===== src/rtl/ysyx_24070016_fetch_unit.sv =====
// Multi-cycle instruction fetch: owns the PC, requests words from memory and holds them for decode.
// Optional performance counters are enabled by defining YSYX_24070016_FETCH_PERF_EN.
module ysyx_24070016_fetch_unit #(
    parameter logic [31:0] RESET_PC = 32'h80000000
) (
    input  logic        clk,
    input  logic        rst,
    output logic        mem_req_valid,
    input  logic        mem_req_ready,
    output logic [31:0] mem_req_addr,
    input  logic        mem_resp_valid,
    input  logic [31:0] mem_resp_rdata,
    input  logic        mem_resp_err,
    output logic        inst_valid,
    input  logic        inst_ready,
    output logic [31:0] inst,
    output logic [31:0] inst_pc,
    output logic        inst_err,
    input  logic        redirect_valid,
    input  logic [31:0] redirect_pc
`ifdef YSYX_24070016_FETCH_PERF_EN
    ,
    output logic [31:0] perf_fetch_cnt,
    output logic [31:0] perf_stall_cnt
`endif
);

    typedef enum logic [1:0] {
        IDLE = 2'd0,
        REQ  = 2'd1,
        WAIT = 2'd2,
        HOLD = 2'd3
    } state_t;

    state_t      state;
    state_t      state_next;
    logic [31:0] pc;
    logic [31:0] pc_inflight;
    logic        flush;

    logic        req_fire;
    logic        resp_fire;
    logic        deliver;
    logic [31:0] redirect_target;

    assign req_fire        = (state == REQ) && mem_req_ready;
    assign resp_fire       = (state == WAIT) && mem_resp_valid;
    assign deliver         = (state == HOLD) && inst_ready && !redirect_valid;
    assign redirect_target = {redirect_pc[31:2], 2'b00};

    assign mem_req_valid = (state == REQ);
    assign mem_req_addr  = pc;
    assign inst_valid    = (state == HOLD);

    always_comb begin
        state_next = state;
        case (state)
            IDLE: state_next = REQ;
            REQ:  if (mem_req_ready) state_next = WAIT;
            // A redirect or a pending flush turns the response into a refetch.
            WAIT: begin
                if (mem_resp_valid) begin
                    if (flush || redirect_valid) state_next = REQ;
                    else                         state_next = HOLD;
                end
            end
            HOLD: if (redirect_valid || inst_ready) state_next = REQ;
            default: state_next = IDLE;
        endcase
    end

    always_ff @(posedge clk) begin
        if (rst) begin
            state       <= IDLE;
            pc          <= RESET_PC;
            pc_inflight <= 32'd0;
            flush       <= 1'b0;
            inst        <= 32'd0;
            inst_pc     <= 32'd0;
            inst_err    <= 1'b0;
        end else begin
            state <= state_next;

            if (redirect_valid)
                pc <= redirect_target;
            else if (deliver)
                pc <= pc + 32'd4;

            if (req_fire)
                pc_inflight <= pc;

            // A request accepted alongside a redirect is already stale when it returns.
            if (req_fire)
                flush <= redirect_valid;
            else if (state == WAIT) begin
                if (mem_resp_valid)
                    flush <= 1'b0;
                else if (redirect_valid)
                    flush <= 1'b1;
            end

            if (resp_fire && !flush && !redirect_valid) begin
                inst     <= mem_resp_rdata;
                inst_pc  <= pc_inflight;
                inst_err <= mem_resp_err;
            end
        end
    end

`ifdef YSYX_24070016_FETCH_PERF_EN
    always_ff @(posedge clk) begin
        if (rst) begin
            perf_fetch_cnt <= 32'd0;
            perf_stall_cnt <= 32'd0;
        end else begin
            if (deliver)
                perf_fetch_cnt <= perf_fetch_cnt + 32'd1;
            if ((state == REQ) || (state == WAIT))
                perf_stall_cnt <= perf_stall_cnt + 32'd1;
        end
    end
`endif

endmodule


===== config.mk =====
export PLATFORM = sky130hd
export DESIGN_NAME = ysyx_24070016_fetch_unit
export DESIGN_NICKNAME = d
export VERILOG_FILES = /design/src/rtl/ysyx_24070016_fetch_unit.sv
export SDC_FILE = /design/constraint.sdc
export NUM_CORES = 1
export LEC_CHECK = 0
export ABC_AREA = 0
export BUFFER_PORTS_ARGS = -buffer_cell sky130_fd_sc_hd__buf_4
export CAP_MARGIN = 20
export CORE_MARGIN = 2
export CORE_UTILIZATION = 46
export DETAILED_ROUTE_END_ITERATION = 8
export PLACE_DENSITY = 0.74
export REMOVE_ABC_BUFFERS = 1
export SLEW_MARGIN = 20
export SYNTH_ARGS = -nofsm -noshare
export SYNTH_HDL_FRONTEND = slang
export SYNTH_SLANG_ARGS = --single-unit

===== constraint.sdc =====
create_clock -name clk -period 2.35 [get_ports clk]
set_clock_uncertainty 0.2 [all_clocks]
set_input_delay 0.1175 -clock clk [delete_from_list [all_inputs] [get_ports clk]]
set_output_delay 0.1175 -clock clk [all_outputs]
set_load 0.01 [all_outputs]

==> implementation parameters <==
Parameter                              Value

Run status
  Result of the run ... complete, no violations

Timing
  Highest clock frequency the design can meet ... 439.5 MHz
  Part of the cycle the worst path needs ... 96.83%
  Actual transition at the worst max-transition pin ... 623.5 ps
  Hold Vio Cnt, Final ... 0
  Worst rel slew slack ... 58.43%
  Final hold slack ... 107.2 ps
  Number of setup violations in the final report ... 0
  Post-route setup slack ... 74.50 ps
  Slew Limit Fails ... 0
  Minimum clock period after layout ... 2275 ps
  Setup repair after global routing missed its margin ... no

Route
  Total via count after detailed routing ... 5,588
  Count of nets left with antenna violations after detail routing ... 0
  Per-cell routed wire length ... 14.47 um
  TritonRoute pass-1 iters ... 5
  Via density per instance ... 5.232
  Residual DRC count ... 0
  DRC marker count from the first detailed-route iteration ... 400
  Total length of routed wires ... 15,460 um

Setup path
  Startpoint kind of the worst setup timing path ... flip-flop
  Data arrival at the endpoint of the critical path ... 2370 ps
  Crit path kind ... flip-flop to flip-flop
  Critical path data required time ... 2450 ps
  Critical path peak fanout ... 5
  Endpoint type of the worst setup path ... flip-flop

Finish
  Fraction of layout cells with a size suffix above 1 ... 26.05%
  Register Area ... 2522 um^2
  Layout Cells excl Fill ... 1,068
  Commonest non-fill, non-tap cell in the layout ... sky130_fd_sc_hd__nand2_1
  Core utilization of the finished layout ... 71.54%
  Area added between synthesis and finish ... 53.23%
  Total Nets Final ... 988
  Diodes inserted ... 0
  Most used cells in the layout excluding fill and tap cells ... sky130_fd_sc_hd__nand2_1 (209), sky130_fd_sc_hd__buf_4 (190), sky130_fd_sc_hd__dfxtp_1 (126), sky130_fd_sc_hd__a21oi_1 (102), sky130_fd_sc_hd__dlygate4sd3_1 (72)
  Count of filler cells inserted in the layout ... 853
  Total area of multi-input combinational cells ... 2516 um^2

Floorplanning
  Die Height ... 111.0 um
  Number of primary I/O pins ... 170
  Number of placement rows ... 39
  Die X ... 111.0 um
  Die Footprint ... 12,310 um^2
  Area of the core region ... 11,270 um^2
  Initial standard-cell utilization of the core ... 46.69%

Job
  MaxCap Viol Count ... 0

Yosys
  Main synth FF type ... sky130_fd_sc_hd__dfxtp_1
  Post-synthesis sequential area ratio ... 47.93%
  Synthesized instance count ... 677
  Adder-cell share of the synthesized area ... 0.9510%
  Mux cell area share after synthesis ... 0.1902%
  Mapped cell area ... 5263 um^2
  Compound-cell area share of the yosys netlist ... 16.83%
  Total of warnings raised by yosys ... 0
  Synthesized-area fraction occupied by and/or/nand/nor cells ... 27.41%
  Mean area per synthesized cell ... 7.773 um^2
  Xor/xnor cell area share of the yosys netlist ... 1.498%
  Dominant combinational cell family by area after synthesis ... simple AND/OR/NAND/NOR gates
  Number of flip-flops and latches in the synthesized netlist ... 126
  Count of flip-flops with a built-in enable after synthesis ... 0
  Cell variety after synth ... 48
  Share of flip-flops with an asynchronous set or reset after synthesis ... 0%

Clock network
  Clk slew on worst S/H paths ... 60 ps
  Number of buffers added by the clock tree synthesis step ... 17
  Num Clock Sinks ... 126
  Number of buffers between clock root and the deepest sink ... 2
  H-tree levels ... 4
  Count of buffers added by post-CTS timing repair for setup ... 0
  Clock insertion delay at the later pin of the skew report ... 410 ps
  Library cell used as clock root buffer ... sky130_fd_sc_hd__clkbuf_16
  Clock tree from TritonCTS ... yes

Global routing
  Number of antenna violations at the first check in global routing ... 0
  Total track usage ... 24.73%
  Pin count of the biggest net entering global routing ... 64
  Vias in the first global route ... 5,372
  Global-route wire length before repair ... 25,360 um
  Leftover overflow at the end of global routing ... 0

Placed design
  Cell count after placement ... 965
  Sum of net half-perimeters after detailed placement ... 9735 um
  Routability congestion estimate ... 0.8335
  Port Buffers ... 163
  Place WS ... 67.94 ps

Min path
  HP Class ... input port to flip-flop

Pwr
  IR drop worst, VDD ... 0.0004199 V
  Total power per unit cell area ... 671.4 nW/um^2
  Total Power Consumption ... 0.005414 W
  Total leakage power ... 3.186 nW
## stage by stage
stage | setup TNS, ps | cell area (um^2)
after CTS | 0 | 8035
final | 0 | 8064
after global placement | 0 | 6739
after floorplan | -122010 | 5065
after detailed placement | 0 | 6739
after global routing | 0 | 8064
## final timing paths
path | from | slack [ps] | cells after the start | to
worst max register to register | state[1] | 70 | 8 | flush
worst max-delay path | state[1] | 70 | 8 | flush
worst min register to register | pc_inflight[17] | 250 | 2 | inst_pc[17]
worst min-delay path | inst_ready | 110 | 4 | mem_req_addr[4]
## area by class of cell
cell class                      instances  share of cell area [%]
Sequential cell                       126                   31.28
Multi-Input combinational cell        487                   31.20
Tap cell                              143                   2.219
Timing Repair Buffer                  265                   27.37
Clock inverter                         10                   1.427
Inverter                               16                  0.7913
Clock buffer                           21                   5.710
## cells by family (layout without fill, tap and decap cells)
logic type | count (synthesis) | count (layout)
AND/OR/NAND/NOR | 319 | 319
other | 1 | 4
adder cells (fa/ha/maj) | 4 | 4
multiplexers | 1 | 1
buffers and inverters | 67 | 312
XOR/XNOR | 9 | 9
AO/OA/AOI/OAI | 150 | 150
flip-flops | 126 | 126
## power breakdown
group	total (W)	internal [W]	switching (W)	leakage (nW)
Combinational	0.000604	0.000319	0.000285	1.89
Clock	0.00254	0.00161	0.000936	0.275
Sequential	0.00227	0.00220	0.0000638	1.02
## sequential cells by signal, summed over array words and instances (netlist names)
name          flops
inst             32
inst_pc          30
mem_req_addr     30
pc_inflight      30
state             2
flush             1
inst_err          1
## metal layers
| metal | share of wire, % | global-route usage, % | vias to the layer above |
|---|---|---|---|
| li1 | - | - | 2776 |
| met1 | 42 | 29.83 | 2588 |
| met2 | 50 | 44.05 | 200 |
| met3 | 6.2 | 5.467 | 24 |
| met4 | 1.4 | 7.417 | 0 |
| met5 | 0 | 0 | - |
## worst max-delay path, stage by stage, from the launching register on
cell,delay [ps]
sky130_fd_sc_hd__dfxtp_1,310
sky130_fd_sc_hd__buf_4,140
sky130_fd_sc_hd__inv_1,50
sky130_fd_sc_hd__ha_1,230
sky130_fd_sc_hd__inv_1,90
sky130_fd_sc_hd__nor2_2,190
sky130_fd_sc_hd__nor2_1,60
sky130_fd_sc_hd__dlygate4sd3_1,570
sky130_fd_sc_hd__a2111oi_2,310
## Yosys cell counts, drive strengths merged, types with 5 or more instances
| library cell | count | share of area (%) |
|---|---|---|
| clkbuf | 41 | 2.9 |
| buf | 10 | 1.0 |
| or4 | 12 | 1.9 |
| nand2 | 209 | 15 |
| inv | 16 | 1.1 |
| dfxtp | 126 | 48 |
| nand4 | 5 | 0.71 |
| nand3 | 17 | 2.1 |
| nor4 | 9 | 1.1 |
| or3 | 8 | 1.0 |
| o31ai | 8 | 1.1 |
| xnor2 | 8 | 1.3 |
| a311oi | 12 | 2.0 |
| a21oi | 102 | 9.7 |
| o21ai | 6 | 0.57 |
| a211oi | 9 | 1.3 |
| nor3 | 10 | 0.95 |
| nor2 | 30 | 2.1 |
## what timing repair did
action | 4_1_cts | 5_1_grt
hold endpoints to repair | 73 | 0
resized for setup | 0 | 7
hold buffers | 72 | 0
setup endpoints to repair | 0 | 9
Power figures use the tool's default switching activity.
